$ cat src/rtl/serial_add_sched.sv
// -----------------------------------------------------------------------------
// serial_add_sched
//
// Shares one bit-serial full-adder cell (plus its carry flip-flop) between two
// requesters. A round-robin arbiter picks one pending request while idle and
// captures that requester's operand pair. The pair is then shifted LSB-first
// through the adder over WIDTH cycles. The finished sum is published with a
// one-cycle done pulse that is tagged with the owning requester id.
//
// Parameters
//   WIDTH    operand/result width in bits (2..32)
//
// Ports
//   clk      rising-edge clock
//   rst_n    asynchronous active-low reset
//   req0     requester 0 wants an add; held until ack0
//   a0, b0   requester 0 operands; sampled only at the grant edge
//   ack0     one-cycle pulse: requester 0 operands captured
//   req1     requester 1 request (same rules as req0)
//   a1, b1   requester 1 operands
//   ack1     one-cycle pulse: requester 1 operands captured
//   busy     high whenever the block is not idle
//   done     one-cycle pulse: result/cout/done_id hold a new sum
//   done_id  requester that owns the published result
//   result   sum modulo 2^WIDTH (held until the next done)
//   cout     carry out of the most significant bit (held until the next done)
// -----------------------------------------------------------------------------
module serial_add_sched #(
    parameter int WIDTH = 8
) (
    input  logic             clk,
    input  logic             rst_n,

    input  logic             req0,
    input  logic [WIDTH-1:0] a0,
    input  logic [WIDTH-1:0] b0,
    output logic             ack0,

    input  logic             req1,
    input  logic [WIDTH-1:0] a1,
    input  logic [WIDTH-1:0] b1,
    output logic             ack1,

    output logic             busy,
    output logic             done,
    output logic             done_id,
    output logic [WIDTH-1:0] result,
    output logic             cout
);

    // Bit counter must be able to hold the value WIDTH.
    localparam int CW = $clog2(WIDTH + 1);

    localparam logic [1:0] ST_IDLE  = 2'd0;
    localparam logic [1:0] ST_SHIFT = 2'd1;
    localparam logic [1:0] ST_DONE  = 2'd2;

    // Count value seen during the edge that adds the final (MSB) bit.
    localparam logic [CW-1:0] LAST_BIT = CW'(WIDTH - 1);

    // -------------------------------------------------------------------------
    // State
    // -------------------------------------------------------------------------
    logic [1:0]       state_q,   state_d;
    // acc holds operand A. As A shifts out at the LSB, the sum bits shift in at
    // the MSB. After WIDTH shifts the register therefore holds the full sum.
    // The published result still uses its own register so it never shows
    // partial sums.
    logic [WIDTH-1:0] acc_q,     acc_d;
    logic [WIDTH-1:0] opb_q,     opb_d;
    logic             carry_q,   carry_d;
    logic [CW-1:0]    count_q,   count_d;
    logic             owner_q,   owner_d;
    logic             last_q,    last_d;

    logic             ack0_d;
    logic             ack1_d;
    logic             busy_d;
    logic             done_d;
    logic             done_id_d;
    logic [WIDTH-1:0] result_d;
    logic             cout_d;

    // -------------------------------------------------------------------------
    // Round-robin arbitration: a lone request wins outright. On a tie, the
    // requester that was not served last wins.
    // -------------------------------------------------------------------------
    logic any_req;
    logic winner;

    assign any_req = req0 | req1;
    assign winner  = (req0 & req1) ? ~last_q : req1;

    // -------------------------------------------------------------------------
    // Shared full-adder cell
    // -------------------------------------------------------------------------
    logic sum_bit;
    logic carry_out;

    assign sum_bit   = acc_q[0] ^ opb_q[0] ^ carry_q;
    assign carry_out = (acc_q[0] & opb_q[0]) |
                       (acc_q[0] & carry_q)  |
                       (opb_q[0] & carry_q);

    // -------------------------------------------------------------------------
    // Next-state logic
    // -------------------------------------------------------------------------
    always_comb begin
        // NOTE: every signal gets a default before the case so that no path
        // leaves one unassigned, which would otherwise infer a latch.
        state_d   = state_q;
        acc_d     = acc_q;
        opb_d     = opb_q;
        carry_d   = carry_q;
        count_d   = count_q;
        owner_d   = owner_q;
        last_d    = last_q;

        ack0_d    = 1'b0;
        ack1_d    = 1'b0;
        done_d    = 1'b0;
        busy_d    = busy;
        done_id_d = done_id;
        result_d  = result;
        cout_d    = cout;

        case (state_q)
            ST_IDLE: begin
                if (any_req) begin
                    state_d = ST_SHIFT;
                    acc_d   = winner ? a1 : a0;
                    opb_d   = winner ? b1 : b0;
                    carry_d = 1'b0;
                    count_d = '0;
                    owner_d = winner;
                    last_d  = winner;
                    ack0_d  = ~winner;
                    ack1_d  = winner;
                    busy_d  = 1'b1;
                end
            end

            ST_SHIFT: begin
                acc_d   = {sum_bit, acc_q[WIDTH-1:1]};
                opb_d   = {1'b0, opb_q[WIDTH-1:1]};
                carry_d = carry_out;
                count_d = count_q + CW'(1);
                if (count_q == LAST_BIT) begin
                    // Publish on this same edge so done lines up with the
                    // first DONE cycle. The final sum bit is still in flight,
                    // so take it directly from the adder.
                    state_d   = ST_DONE;
                    done_d    = 1'b1;
                    done_id_d = owner_q;
                    result_d  = {sum_bit, acc_q[WIDTH-1:1]};
                    cout_d    = carry_out;
                end
            end

            ST_DONE: begin
                state_d = ST_IDLE;
                busy_d  = 1'b0;
            end

            default: begin
                state_d = ST_IDLE;
                busy_d  = 1'b0;
            end
        endcase
    end

    // -------------------------------------------------------------------------
    // Registers
    // -------------------------------------------------------------------------
    always_ff @(posedge clk or negedge rst_n) begin
        if (!rst_n) begin
            state_q <= ST_IDLE;
            acc_q   <= '0;
            opb_q   <= '0;
            carry_q <= 1'b0;
            count_q <= '0;
            owner_q <= 1'b0;
            // Treat requester 1 as served last, so requester 0 wins the
            // first tie.
            last_q  <= 1'b1;
            ack0    <= 1'b0;
            ack1    <= 1'b0;
            busy    <= 1'b0;
            done    <= 1'b0;
            done_id <= 1'b0;
            result  <= '0;
            cout    <= 1'b0;
        end else begin
            // NOTE: non-blocking assignments make every register sample the
            // pre-edge values, independent of statement order.
            state_q <= state_d;
            acc_q   <= acc_d;
            opb_q   <= opb_d;
            carry_q <= carry_d;
            count_q <= count_d;
            owner_q <= owner_d;
            last_q  <= last_d;
            ack0    <= ack0_d;
            ack1    <= ack1_d;
            busy    <= busy_d;
            done    <= done_d;
            done_id <= done_id_d;
            result  <= result_d;
            cout    <= cout_d;
        end
    end

endmodule

$ cat config.mk
export PLATFORM = sky130hd
export DESIGN_NAME = serial_add_sched
export DESIGN_NICKNAME = d
export VERILOG_FILES = /design/src/rtl/serial_add_sched.sv
export SDC_FILE = /design/constraint.sdc
export NUM_CORES = 1
export LEC_CHECK = 0
export CAP_MARGIN = 20
export CORE_ASPECT_RATIO = 0.7
export CORE_MARGIN = 5
export CORE_UTILIZATION = 43
export CTS_CLUSTER_DIAMETER = 200
export DETAILED_ROUTE_END_ITERATION = 6
export GPL_TIMING_DRIVEN = 1
export PLACE_DENSITY_LB_ADDON = 0.2
export SETUP_SLACK_MARGIN = 0.4
export SYNTH_ARGS = -nofsm -noshare
export SYNTH_HDL_FRONTEND = slang
export SYNTH_SLANG_ARGS = --single-unit
$ cat constraint.sdc
create_clock -name clk -period 1.47 [get_ports clk]
set_clock_uncertainty 0.05 [all_clocks]
set_input_delay 0.294 -clock clk [delete_from_list [all_inputs] [get_ports clk]]
set_output_delay 0.294 -clock clk [all_outputs]
set_load 0.05 [all_outputs]
==> flow_summary.toml <==
[outcome]
outcome = "complete, but fails checks"
violations = "negative hold slack, negative setup slack"

[timing]
rsz0062_at_grt = "true"
setup_viol = 13
fmax_mhz = 662
timing.slew.headroom = 0.744
worst_pin_slew_ps = 383
hold-worst-slack_ps = -149
fin_crit_ps = 1510
setup_slack_ps = -40.4
finalHoldViolations = 13
period_share = 1.03
slew_violations = 0

[routing]
viasPerCell = 5.65
routed_wirelength_um = 6210
drt-initial-drc-count = 93
antenna_left = 0
first_pass_iters = 4
drt-wirelength-per-cell_um = 21.0
route.detailed.drc = 0
vias = 1673

[logic_synthesis]
synth-seq-area-share = 0.548
synth_common_cells = "38 x dfrtp_1, 15 x mux2i_1, 15 x o21ai_0, 15 x o221ai_1, 13 x nand2_1"
synth_area_leaders = "dfrtp_1 53%, mux2i_1 8.4%, o221ai_1 7.4%, mux2_2 6.3%, o21ai_0 4.2%"
synth_ff_type = "dfrtp_1"
synth_cell_type_count = 33
yosys_warnings = 0
synth_area_sq_um = 1780
synth_edf_count = 0
yosys.area.top_type = "dfrtp_1"
async_flop_share = 1.00
synth_nets = 187
synthCells = 149
ys_ff_latch = 39
syn_area_per_cell_sq_um = 12.0
yosysMostFrequentCell = "dfrtp_1"
yosysTopAreaCellShare = 0.533

[worst_setup_path]
cp_max_fo = 8
crit_type = "reg -> reg"
worstSetupStartpointType = "flop"
cp_slowest_cell = "dfstp_2"
cp.buffers_inverters = 2
r2r-start = "last_q$_DFFE_PN1P_"
critical_path.max_stage_delay_ps = 590
arrival_ps = 1610
crit_path_start = "last_q$_DFFE_PN1P_"
required_ps = 1570
worstSetupEndpointType = "flop"
crit_chain = "a21boi_4 > buf_6 > buf_16 > mux2i_2 > o221ai_1"
critPathTopFamily = "flip-flops"

[global_route]
grt_max_degree = 17
track_usage = 0.214
grt_antenna_before_repair = 0
grt_pass1_vias = 1770
grt_overflow = 0
grt_pass1_wl_um = 9180

[final_layout]
nNetsFinal = 281
drive_above_1_share = 0.475
layout.area.seq_sq_um = 980
area_growth_pct = 83.9
antenna_cells = 0
fin_util = 0.826
multi_input_area_sq_um = 973
nFillCells = 197

[power_and_ir_drop]
total_power_mw = 6.62
power_leakage_nw = 1.45
vdd_drop_max_uv = 1400
p_per_area_nw_per_um2 = 2020

[clock_tree]
cts_max_level = 2
cts_tree = "yes"
clkSinkCount = 39
cts-root-buf = "clkbuf_8"
clk_pin_slew_ps = 80
cts_buffers = 5
clock_latency_ps = 300
clockBufferDepth = 2

[floorplanning]
start_util = 0.449
placementRows = 19
coreArea_sq_um = 3970
io_pins = 50
dieArea_sq_um = 5560
die_w_um = 87.0
chipHeight_um = 63.9

[min_path]
hp-class = "in -> async"

[job]
maxCapViolCount = 0

[placement]
dpl.hpwl_um = 3430
io_buffer_count = 49
gp_congestion = 0.787
[path summary, 6_finish.rpt]
kind,to,slack [ps],cells after the start
max reg2reg,acc_q[4]$_DFFE_PN0P_,-40,5
max,acc_q[4]$_DFFE_PN0P_,-40,5
min,ack1$_DFF_PN0_,-150,1
min in group clk,owner_q$_DFFE_PN0P_,440,1
max in group asynchronous,acc_q[6]$_DFFE_PN0P_,960,2
min reg2reg,owner_q$_DFFE_PN0P_,440,1
[report_power, final]
| group | total [mW] | internal (mW) | switching [mW] | leakage [nW] |
|---|---|---|---|---|
| clock network | 0.759 | 0.379 | 0.380 | 0.0482 |
| logic | 3.88 | 2.09 | 1.78 | 0.928 |
| registers | 1.98 | 1.55 | 0.431 | 0.479 |
[kinds of logic after synthesis]
group / share of synthesized area
adder cells (fa/ha/maj): 0.0182
XOR/XNOR: 0.00491
multiplexers: 0.147
AND/OR/NAND/NOR: 0.0835
buffers and inverters: 0.0519
AO/OA/AOI/OAI: 0.147
flip-flops: 0.548
[worst register-to-register path, stage by stage (launching register included)]
cell	delay, ps
dfstp_2	590
a21boi_4	90
buf_6	130
buf_16	140
mux2i_2	200
o221ai_1	170
[cell usage in the layout, fill, tap and decap left out, types with 3 or more instances in the layout]
cell	count
dfrtp_1	36
clkdlybuf4s50_1	32
buf_4	22
buf_12	17
buf_6	13
o221ai_1	11
nand2_1	10
mux2_4	10
inv_1	9
o21ai_0	9
mux2i_1	7
clkbuf_8	6
o21ai_2	5
mux2i_4	4
o221ai_2	4
mux2i_2	4
buf_16	3
[registers in the layout (all words and copies together), names as in the netlist]
name and flops:
acc_q 8, opb_q 8, result 8, count_q 4
state_q 2, ack0 1, ack1 1, busy 1
carry_q 1, cout 1, done 1, done_id 1
last_q 1, owner_q 1
[metal layers]
metal | share of wire | vias to the layer above | global-route usage
li1 | - | 733 | -
met1 | 0.41 | 856 | 0.272
met2 | 0.51 | 70 | 0.356
met3 | 0.062 | 14 | 0.0655
met4 | 0.019 | 0 | 0.0564
met5 | 0 | - | 0
[cell type report]
| class | count | share of cell area |
|---|---|---|
| timing repair buffer | 94 | 0.347 |
| sequential | 39 | 0.299 |
| multi-input combinational | 94 | 0.297 |
| clock buffer | 7 | 0.0263 |
| tap | 52 | 0.0198 |
| inverter | 9 | 0.0103 |
| clock inverter | 1 | 0.00153 |
[timing repair]
action | in CTS | in global routing
endpoints found under the setup margin | 52 | 53
cloned | 4 | 1
endpoints found under the hold margin | 13 | 13
buffers inserted | 11 | 9
resized for setup | 44 | 33
pin swaps | 12 | 17
[stage by stage]
stage	cell area (sq um)	instances	worst slack, ps	TNS, ps	hold slack (ps)
after floorplan	1830	149	19.9	0	-51.6
final	3280	296	-40.4	-256	-149
after global routing	3280	296	-73.8	-859	-116
after CTS	3030	286	13.3	0	-131
after detailed placement	2620	263	-283	-4530	180
after global placement	2620	263	-258	-3140	167
(Power assumes the default switching activity.)
